**src/rtl/usb_tx_pkg.sv**
```systemverilog
// usb_tx_pkg: shared states, line levels and NRZI helper for the USB transmitter
package usb_tx_pkg;
  typedef enum logic [2:0] {IDLE, SYNC, DATA, EOP_SE0, EOP_J} tx_state_t;
  localparam logic [7:0] SYNC_BYTE = 8'h80;
  localparam logic [1:0] LINE_J = 2'b10;
  localparam logic [1:0] LINE_K = 2'b01;
  localparam logic [1:0] LINE_SE0 = 2'b00;
  localparam int EOP_SE0_BITS = 2;
  function automatic logic [1:0] nrzi(input logic [1:0] l, input logic b);
    return b ? l : (l == LINE_J ? LINE_K : LINE_J);
  endfunction
endpackage

```
**src/rtl/usb_tx_bit_timer.sv**
```systemverilog
// usb_tx_bit_timer: bit period counter pulsing bit_strobe on the last cycle of each period
module usb_tx_bit_timer #(
  parameter int CLKS_PER_BIT = 8
) (
  input  logic clk,
  input  logic rst,
  input  logic clr,
  input  logic en,
  output logic bit_strobe
);
  localparam int W = $clog2(CLKS_PER_BIT);
  localparam logic [W-1:0] LAST = W'(CLKS_PER_BIT - 1);
  logic [W-1:0] cnt;
  assign bit_strobe = en && !clr && cnt == LAST;
  always_ff @(posedge clk) begin
    if (rst || clr) cnt <= '0;
    else if (en) cnt <= bit_strobe ? '0 : cnt + W'(1);
  end
endmodule

```
**src/rtl/usb_tx.sv**
```systemverilog
// usb_tx: USB full-speed packet transmitter with SYNC, bit stuffing, NRZI and EOP
module usb_tx
  import usb_tx_pkg::*;
#(
  parameter int CLKS_PER_BIT = 8,
  parameter int STUFF_LIMIT = 6
) (
  input  logic       clk,
  input  logic       rst,
  input  logic [7:0] tx_data,
  input  logic       tx_valid,
  input  logic       tx_last,
  output logic       tx_ready,
  output logic       d_plus,
  output logic       d_minus,
  output logic       tx_busy,
  output logic       tx_error
);
  localparam int OW = $clog2(STUFF_LIMIT + 1);
  tx_state_t state, state_n;
  logic [1:0] line, line_n;
  logic [7:0] shreg, shreg_n, hold_data, src;
  logic [3:0] bit_cnt, bit_cnt_n, src_cnt;
  logic [OW-1:0] ones, ones_n;
  logic hold_full, hold_last, cur_last, cur_last_n, err_n, strobe, accept, load, stuff;
  usb_tx_bit_timer #(.CLKS_PER_BIT(CLKS_PER_BIT)) u_timer (
    .clk(clk), .rst(rst), .clr(state == IDLE), .en(1'b1), .bit_strobe(strobe)
  );
  assign tx_ready = !hold_full && (state == IDLE || state == SYNC || state == DATA);
  assign accept = tx_valid && tx_ready;
  assign stuff = ones == OW'(STUFF_LIMIT);
  assign load = strobe && bit_cnt == 4'd8 && (state == SYNC || (state == DATA && !cur_last && hold_full));
  assign src = load ? hold_data : shreg;
  assign src_cnt = load ? 4'd0 : bit_cnt;
  assign {d_plus, d_minus} = line;
  assign tx_busy = state != IDLE;
  always_comb begin
    state_n = state;
    line_n = line;
    shreg_n = shreg;
    bit_cnt_n = bit_cnt;
    ones_n = ones;
    cur_last_n = cur_last;
    err_n = 1'b0;
    if (state == IDLE) begin
      if (accept) begin
        state_n = SYNC;
        line_n = nrzi(line, SYNC_BYTE[0]);
        shreg_n = SYNC_BYTE >> 1;
        bit_cnt_n = 4'd1;
        ones_n = '0;
      end
    end else if (strobe) begin
      if (state == SYNC || state == DATA) begin
        if (load) begin
          state_n = DATA;
          cur_last_n = hold_last;
        end
        if (!stuff && src_cnt == 4'd8) begin
          state_n = EOP_SE0;
          line_n = LINE_SE0;
          bit_cnt_n = '0;
          err_n = !cur_last;
        end else if (stuff) begin
          line_n = nrzi(line, 1'b0);
          ones_n = '0;
          shreg_n = src;
          bit_cnt_n = src_cnt;
        end else begin
          line_n = nrzi(line, src[0]);
          ones_n = src[0] ? ones + OW'(1) : '0;
          shreg_n = src >> 1;
          bit_cnt_n = src_cnt + 4'd1;
        end
      end else if (state == EOP_SE0) begin
        if (bit_cnt == 4'(EOP_SE0_BITS - 1)) begin
          state_n = EOP_J;
          line_n = LINE_J;
        end else bit_cnt_n = bit_cnt + 4'd1;
      end else begin
        state_n = IDLE;
        line_n = LINE_J;
      end
    end
  end
  always_ff @(posedge clk) begin
    if (rst) begin
      state <= IDLE;
      line <= LINE_J;
      shreg <= '0;
      bit_cnt <= '0;
      ones <= '0;
      cur_last <= 1'b0;
      hold_full <= 1'b0;
      hold_data <= '0;
      hold_last <= 1'b0;
      tx_error <= 1'b0;
    end else begin
      state <= state_n;
      line <= line_n;
      shreg <= shreg_n;
      bit_cnt <= bit_cnt_n;
      ones <= ones_n;
      cur_last <= cur_last_n;
      tx_error <= err_n;
      hold_full <= accept || (hold_full && !load);
      if (accept) begin
        hold_data <= tx_data;
        hold_last <= tx_last;
      end
    end
  end
endmodule
```
**config.mk**
```make
export PLATFORM = sky130hd
export DESIGN_NAME = usb_tx
export DESIGN_NICKNAME = d
export VERILOG_FILES = /design/src/rtl/usb_tx_pkg.sv /design/src/rtl/usb_tx_bit_timer.sv /design/src/rtl/usb_tx.sv
export SDC_FILE = /design/constraint.sdc
export NUM_CORES = 1
export LEC_CHECK = 0
export BUFFER_PORTS_ARGS = -buffer_cell sky130_fd_sc_hd__buf_2
export CORE_ASPECT_RATIO = 1.4
export CORE_MARGIN = 10
export CORE_UTILIZATION = 57
export DETAILED_ROUTE_END_ITERATION = 12
export GPL_TIMING_DRIVEN = 0
export PLACE_DENSITY = 0.77
export SYNTH_ARGS = -nofsm -noshare
export SYNTH_HDL_FRONTEND = slang
export SYNTH_SLANG_ARGS = --single-unit
```
**constraint.sdc**
```tcl
create_clock -name clk -period 3.2 [get_ports clk]
set_clock_uncertainty 0.15 [all_clocks]
set_input_delay 0.96 -clock clk [delete_from_list [all_inputs] [get_ports clk]]
set_output_delay 0.96 -clock clk [all_outputs]
set_load 0.02 [all_outputs]
```
## After elaboration in Yosys (flattened, before gate mapping)

Cells that the tools add are included.

| storage, ports and cells | value |
|---|---|
| register bits | 35 |
| bits of input ports | 12 |
| output and inout bits | 5 |

| operators by class | value |
|---|---|
| add/sub/neg operators | 4 |
| equality and inequality tests | 15 |
| muxes and demuxes | 41 |
| bitwise logic cells | 4 |
| reduce and logical (&&, ||, !) cells | 32 |

Operators by type and width:

| kind | number |
|---|---|
| 2-to-1 mux 8 bit | 7 |
| 2-to-1 mux 3 bit | 15 |
| 2-to-1 mux 4 bit | 9 |
| 2-to-1 mux 2 bit | 10 |
| AND reduction 4 bit | 5 |
| logical AND 1 bit | 9 |
| adder 4 x 1 -> 4 bit (second input constant) | 2 |
| == test 4 bit (second input constant) | 2 |
| != test 4 x 2 -> 1 bit (second input constant) | 2 |
| adder 3 x 1 -> 3 bit (second input constant) | 2 |
| == test 3 x 2 -> 1 bit (second input constant) | 2 |
| == test 3 bit (second input constant) | 2 |
| logical OR 1 bit | 6 |
| nonzero test 3 bit | 2 |
| logical NOT 1 bit | 5 |
| != test 5 x 3 -> 1 bit (second input constant) | 1 |
| OR reduction 5 bit | 1 |
| == test 4 x 1 -> 1 bit (second input constant) | 1 |
| inverter 1 bit | 4 |
| nonzero test 2 bit | 2 |
| == test 3 x 1 -> 1 bit (second input constant) | 1 |
| logical NOT 3 bit | 1 |
| != test 3 x 2 -> 1 bit (second input constant) | 1 |
| == test 2 bit (second input constant) | 1 |
| 3 further kinds | 3 |

## Logic depth before layout (Yosys ltp)

Gate-level depths: netlist of run 1.

| logic depth | value |
|---|---|
| depth in word-level cells | 12 |
| mapped depth | 10 |

## Hierarchy

Synthesis of run 1 repeated with hierarchy kept, for this count alone.

| unflattened totals | value |
|---|---|
| cell total of the unflattened synthesis | 226 |
| area, all modules | 2073.2 µm² |

By module, submodules not included:

| module | instances | cells each | area an instance (µm²) | seq. area each (µm²) |
|---|---|---|---|---|
| usb_tx | 1 | 212 | 1915.6 | 640.6 |
| usb_tx_bit_timer | 1 | 14 | 157.7 | 60.1 |

## Worst setup path after synthesis of run 1

No wires, ideal clock.

| timing path | value |
|---|---|
| path type | flip-flop to flip-flop |
| start | reg u_timer.cnt[0] |
| end | reg line[1] |
| arrival time | 2.277 ns |
| path slack | 0.652 ns |
| cell stages (with the launch flop) | 10 |
| buffers on the path | 2 |
| period minus slack after synthesis | 2.548 ns |
| cells stage by stage | dfxtp_1 > ha_1 > ha_1 > clkbuf_1 > inv_1 > or4_4 > buf_6 > mux2i_4 > o31a_2 > mux2i_1 |

| between the ends | value |
|---|---|
| word-level cells in the longest chain between the ends | 11 |
| elaborated cells between the ends (all ways) | 15 |
| those cells by class | eq/ne: 3; mux: 6; reduce/logical: 6 |

Ends and longest elaborated chain:

| what | RTL line | source |
|---|---|---|
| from (decl) | usb_tx_bit_timer.sv:13 | `logic [W-1:0] cnt;` |
| from (signal assigned) | usb_tx_bit_timer.sv:17 | `else if (en) cnt <= bit_strobe ? '0 : cnt + W'(1);` |
| == test 3 bit (*) | usb_tx_bit_timer.sv:14 | `assign bit_strobe = en && !clr && cnt == LAST;` |
| logical AND 1 bit (*) | usb_tx_bit_timer.sv:14 |  |
| logical AND 1 bit (2 in series) | usb_tx.sv:32 | `assign load = strobe && bit_cnt == 4'd8 && (state == SYNC \|\| (state == DATA && !cur_last && hold_full));` |
| 2-to-1 mux 4 bit | usb_tx.sv:34 | `assign src_cnt = load ? 4'd0 : bit_cnt;` |
| == test 4 bit | usb_tx.sv:59 | `if (!stuff && src_cnt == 4'd8) begin` |
| logical AND 1 bit | usb_tx.sv:59 |  |
| 2-to-1 mux 2 bit | usb_tx.sv:59 |  |
| 2-to-1 mux 2 bit | usb_tx.sv:54 | `if (state == SYNC \|\| state == DATA) begin` |
| 2-to-1 mux 2 bit | usb_tx.sv:53 | `end else if (strobe) begin` |
| 2-to-1 mux 2 bit | usb_tx.sv:45 | `if (state == IDLE) begin` |
| to (signal assigned) | usb_tx.sv:100 | `line <= line_n;` |
| to (decl) | usb_tx.sv:21 | `logic [1:0] line, line_n;` |

Every way passes the cells marked *; elsewhere a longest branch is shown, timed or not. The select of a mux whose other input is x is not followed.
A chain may end at the register's enable or synchronous reset.

## Worst setup path after layout of run 1

| timing path | value |
|---|---|
| start | reg state[2] |
| end | out tx_busy |

| between the ends | value |
|---|---|
| word-level cells in the longest chain between the ends | 1 |

Ends and longest elaborated chain:

| what | RTL line | source |
|---|---|---|
| from (decl) | usb_tx.sv:20 | `tx_state_t state, state_n;` |
| from (signal assigned) | usb_tx.sv:99 | `state <= state_n;` |
| nonzero test 3 bit | usb_tx.sv:36 | `assign tx_busy = state != IDLE;` |
| to (decl) | usb_tx.sv:16 | `output logic tx_busy,` |

Every way passes these cells.

==> out/qor.yml, run 1 <==
worst_setup_path:
  slowest_delay_ps: 600
  rrSetupSlack_ps: 360
  path_cells: "clkbuf_1, nor3_1, inv_2, buf_2"
  reg2regPathDepth: 8
  cp_slowest_cell: "nor3_1"
  worstPathRequired_ps: 2090
  start_kind: "register"
  path_class: "register to output port"
  critPathMaxFanout: 9
  critPathCaptureType: "output port"
  worstPathArrival_ps: 1800
routing:
  vias: 1646
  wirelength_mm: 4.33
  avgViaCountPerCell: 5.84
  wl_per_cell_um: 15.4
  dr.pass1.iters: 4
  drc: 0
  drt_iter0_drc: 110
  antenna_left: 0
synth:
  synth_top_family_by_area: "simple AND/OR/NAND/NOR gates"
  syn_area_per_cell_um2: 8.72
  yosys.area_share.adder: 0.0522
  ys_ff_latch: 35
  synth_compound_area_frac: 0.196
  synth_cell_type_count: 45
  synth_warnings: 0
  synth_mux_area_frac: 0.111
  syn-instance-count: 220
  yosysSeqAreaShare: 0.365
  yosys.area_share.simple: 0.209
  synth_area_um2: 1920
  synth_xor_area_frac: 0.00913
  syn_nets: 240
hold_path:
  hp-class: "register to register"
  hold_depth: 1
timing:
  hold_viol_final: 0
  drv_slew: 0
  fin_crit_sh: 0.908
  fin_crit_ps: 2910
  tns_ps: 0
  fmax_mhz: 344
  rsz0062_at_grt: "no"
  hold_ws_ps: 297
  finalSetupViolCount: 0
  slew_headroom: 0.521
  worst_pin_slew_ps: 714
clock_network:
  htreeDepth: 2
  ctsHoldBuffers: 0
  worstSkewPairLatency_ps: 300
  path_clk_slew_ps: 70
  numCtsBuffers: 5
  cts_resized: 0
  cts_setup_buffers: 0
  clock-root-buffer: "clkbuf_8"
  clock_sinks: 35
  clock_path_buffers: 2
  tritoncts: "done"
power:
  powerDensity_nw_per_um2: 461
  p_leak_uw: 0.000922
  ir_worst_vdd_mv: 0.393
die:
  ios: 17
  die_h_um: 88.6
  die_area_um2: 6120
  rows: 24
  core_area_um2: 3180
  die_w_um: 69.0
  initial_core_util: 0.603
cells_and_area:
  final_common_cell: "dfxtp_1"
  synthToLayoutAreaGrowth_pct: 11.1
  mostFrequentLayoutCells: "dfxtp_1 (35), nor2_1 (24), a21oi_1 (20), nand2_1 (20), mux2i_1 (19)"
  insertedDiodeCount: 0
  fin_nets: 262
  postLayoutCoreUtil: 0.669
  drive_above_1_share: 0.144
global_routing:
  grt_start_max_net_pins: 13
  gr-usage-all-layers: 0.145
  antenna_found_initial: 0
  grt-ovfl-total: 0
  grt_pass1_wl_mm: 7.39
  grt_pass1_vias: 1697
placed_design:
  io_buffers: 15
  place.gp.congestion: 0.865
  hpwl_mm: 3.23
job:
  drv_cap: 0
run_status:
  outcome: "finished, final reports clean"
==> synthesized netlist by cell type <==
cell type	n	area, um2
o2111ai_1	1	8.76
o31a_1	1	8.76
or4_4	1	11.3
inv_2	1	3.75
a41oi_1	1	8.76
nand3_1	4	20.0
nand3b_1	2	15.0
mux2i_1	19	190
nand2_1	20	75.1
o31a_2	1	10.0
o32ai_1	2	17.5
xnor2_1	2	17.5
ha_1	8	100
a21bo_1	1	10.0
a211oi_1	3	22.5
a311oi_1	2	17.5
nand4bb_1	1	11.3
a31oi_1	1	6.26
a21o_1	2	15.0
nand2b_1	3	18.8
nor4_1	2	12.5
a32o_1	2	20.0
nor3b_1	5	37.5
a221oi_1	1	8.76
dfxtp_1	35	701
or2_1	1	6.26
nor4_2	1	12.5
nor4bb_1	1	10.0
and4_1	1	8.76
nor3_1	3	15.0
nor2_1	24	90.1
buf_6	4	45.0
a21oi_1	20	100
and2_1	3	18.8
buf_2	1	5.00
a31o_2	1	8.76
buf_4	1	7.51
nor2b_1	4	25.0
o22ai_1	1	6.26
inv_1	5	18.8
and3_1	2	12.5
o22a_1	6	52.6
mux2i_4	1	22.5
o21ai_0	11	55.1
clkbuf_1	8	30.0
==> worst paths after layout <==
check / startpoint / to
setup / recovery: state[2] / tx_busy
hold / removal: u_timer.cnt[0] / u_timer.cnt[0]
setup reg to reg: state[2] / line[1]
hold reg to reg: u_timer.cnt[0] / u_timer.cnt[0]
==> routing by layer <==
metal  vias up  track usage  wire length (um)
met5         -            0                 0
met4         0       0.0716                65
met3         9       0.0370               124
met2        23        0.284              2340
met1       776        0.136              1800
li1        838            -                 -
==> worst max-delay path: cells and delay by family (launching register included) <==
family,cells,cell delay (ps)
flip-flops,1,300
buffers and inverters,3,610
AND/OR/NAND/NOR,1,600
==> through the flow <==
stage          instance area [um2]  instances  power [uW]  setup WS [ps]
6_report                      2130        282         982            294
5_1_grt                       2130        282        1030           66.5
4_1_cts                       2130        282         987            317
3_5_place_dp                  2040        274         670            417
3_3_place_gp                  2040        274         665            392
2_1_floorplan                 1920        220         620            652
==> cells by family (layout without fill, tap and decap cells) <==
family	Yosys count	after routing
xor gates and xnor gates	2	2
AOI/OAI and AO/OA	57	57
DFF	35	35
and+or+nand+nor	78	78
muxes	20	20
buffers and inverters	20	43
adders and majority gates	8	8
==> layout make-up <==
| cell class | count | area, um2 |
|---|---|---|
| Clock inverter | 3 | 20.0 |
| Multi-Input combinational cell | 165 | 1110 |
| Inverter | 6 | 22.5 |
| Sequential cell | 35 | 701 |
| Buffer | 14 | 87.6 |
| Tap cell | 39 | 48.8 |
| Clock buffer | 5 | 68.8 |
| Fill cell | 308 | 1050 |
| Timing Repair Buffer | 15 | 75.1 |
==> state kept, by name, indices dropped and copies added, names as in the netlist, 2 cells and up <==
name         count
bit_cnt          4
hold_data        8
line             2
ones             3
shreg            8
state            3
u_timer.cnt      3
==> power breakdown <==
| group | switching [uW] | total (uW) | internal (uW) |
|---|---|---|---|
| Clock | 170 | 322 | 151 |
| Combinational | 107 | 177 | 69.7 |
| Sequential | 19.5 | 484 | 464 |
| Total | 297 | 982 | 685 |
No activity file was read; power rests on OpenSTA's default activity.
==> inputs of run 2 (changes only) <==
--- a/config.mk
+++ b/config.mk
@@ -6,7 +6,7 @@
 export NUM_CORES = 1
 export LEC_CHECK = 0
 export BUFFER_PORTS_ARGS = -buffer_cell sky130_fd_sc_hd__buf_2
-export CORE_ASPECT_RATIO = 1.4
+export CORE_ASPECT_RATIO = 1.1
 export CORE_MARGIN = 10
 export CORE_UTILIZATION = 57
 export DETAILED_ROUTE_END_ITERATION = 12
==> out/qor.yml, run 2 (synthesized netlist as in run 1, its figures left out) <==
timing:
  tns_ps: 0
  rsz0062_at_grt: "no"
  hold_viol_final: 0
  fmax_mhz: 335
  worst_pin_slew_ps: 715
  fin_crit_ps: 2980
  drv_slew: 0
  slew_headroom: 0.520
  setup_slack_ps: 218
  finalSetupViolCount: 0
  fin_crit_sh: 0.932
die:
  rows: 22
  die_w_um: 75.3
  initial_core_util: 0.586
  core_area_um2: 3280
  ios: 17
  die_h_um: 80.8
  die_area_um2: 6090
cells_and_area:
  postLayoutCoreUtil: 0.653
  final_common_cell: "dfxtp_1"
  largestRegisters: "hold_data: 8 flops, shreg: 8 flops, bit_cnt: 4 flops"
  fillers: 293
  finalNonFillerCells: 279
  mostFrequentLayoutCells: "dfxtp_1 (35), nor2_1 (24), a21oi_1 (20), nand2_1 (20), mux2i_1 (19)"
  drive_above_1_share: 0.140
  fin_nets: 262
  synthToLayoutAreaGrowth_pct: 11.5
  insertedDiodeCount: 0
worst_setup_path:
  critPathMaxFanout: 9
  path_class: "register to output port"
  start_kind: "register"
  critPathCaptureType: "output port"
  worstPathRequired_ps: 2090
  r2r-start: "state[2]"
  crit_start: "state[2]"
  worstPathArrival_ps: 1870
  rrSetupSlack_ps: 280
global_routing:
  grt_start_max_net_pins: 12
  grt_pass1_wl_mm: 7.11
  grt-ovfl-total: 0
  gr-usage-all-layers: 0.147
  antenna_found_initial: 0
  grt_pass1_vias: 1669
placed_design:
  hpwl_mm: 3.01
  place.gp.congestion: 0.887
  place_ws_ps: 378
  dp.cells: 271
  io_buffers: 15
clock_network:
  htreeDepth: 2
  worstSkewPairLatency_ps: 350
  clock_path_buffers: 2
  tritoncts: "done"
  cts_setup_buffers: 0
  cts_resized: 0
  path_clk_slew_ps: 120
  clock-root-buffer: "clkbuf_4"
  numCtsBuffers: 5
  ctsHoldBuffers: 0
  clock_sinks: 35
power:
  powerDensity_nw_per_um2: 489
  seqPwrFrac: 0.460
  combPwrFrac: 0.168
  cellInternalPower_uw: 777
  ir_worst_vdd_mv: 0.326
  clockPowerShare: 0.372
  p_leak_uw: 0.000934
  p_sw_uw: 270
  switching_share: 0.258
routing:
  dr.pass1.iters: 4
  avgViaCountPerCell: 5.93
  wl_per_cell_um: 14.7
  drt_iter0_drc: 126
  antenna_left: 0
  drc: 0
  vias: 1655
  wirelength_mm: 4.09
hold_path:
  hold_path.startpoint: "u_timer.cnt[0]"
  hp-class: "register to register"
run_status:
  outcome: "finished, final reports clean"
job:
  drv_cap: 0
-- run 2: cell types whose count changed in the layout (fill, tap and decap cells not counted) --
cell | previous run | this run
bufinv_16 | 0 | 2
clkbuf_1 | 8 | 9
clkbuf_4 | 0 | 5
clkbuf_8 | 5 | 0
clkinv_2 | 1 | 0
clkinvlp_4 | 2 | 0
-- run 2: worst paths after layout --
check / end / cells after the start
worst max-delay path: tx_busy / 4
worst min-delay path: u_timer.cnt[0] / 1
worst max register to register: line[1] / 8
worst min register to register: u_timer.cnt[0] / 1
-- run 2: routing by layer --
metal | vias to the layer above | routed length (um) | track usage
met3 | 9 | 175 | 0.0439
met4 | 0 | 86 | 0.0762
met5 | - | 0 | 0
met2 | 34 | 2030 | 0.252
li1 | 835 | - | -
met1 | 777 | 1800 | 0.159
-- run 2: cell type report --
cell class | count | area, um2 | area share
Multi-Input combinational cell | 165 | 1110 | 0.518
Sequential cell | 35 | 701 | 0.327
Buffer | 14 | 87.6 | 0.0409
Timing Repair Buffer | 15 | 75.1 | 0.0351
Clock inverter | 2 | 60.1 | 0.0281
Tap cell | 36 | 45.0 | 0.0211
Clock buffer | 6 | 41.3 | 0.0193
Inverter | 6 | 22.5 | 0.0105
-- run 2: worst max-delay path, cell delays in order (launching register included) --
cell and delay [ps]:
dfxtp_1 320, clkbuf_1 190, nor3_1 600, inv_2 200, buf_2 220
-- run 2: power by group through the flow --
| stage | sequential (uW) | clock [uW] | combinational [uW] |
|---|---|---|---|
| 6_report | 482 | 390 | 176 |
| 5_1_grt | 486 | 418 | 198 |
| 4_1_cts | 482 | 398 | 176 |
| 3_5_place_dp | 492 | 0 | 176 |
| 3_3_place_gp | 491 | 0 | 173 |
| 2_1_floorplan | 492 | 0 | 128 |
-- run 2: metrics by stage --
stage          power, uW  hold WS (ps)  area [um2]
2_1_floorplan        620           258        1920
3_3_place_gp         664           281        2040
3_5_place_dp         668           286        2040
4_1_cts             1060           300        2140
5_1_grt             1100           335        2140
6_report            1050           294        2140
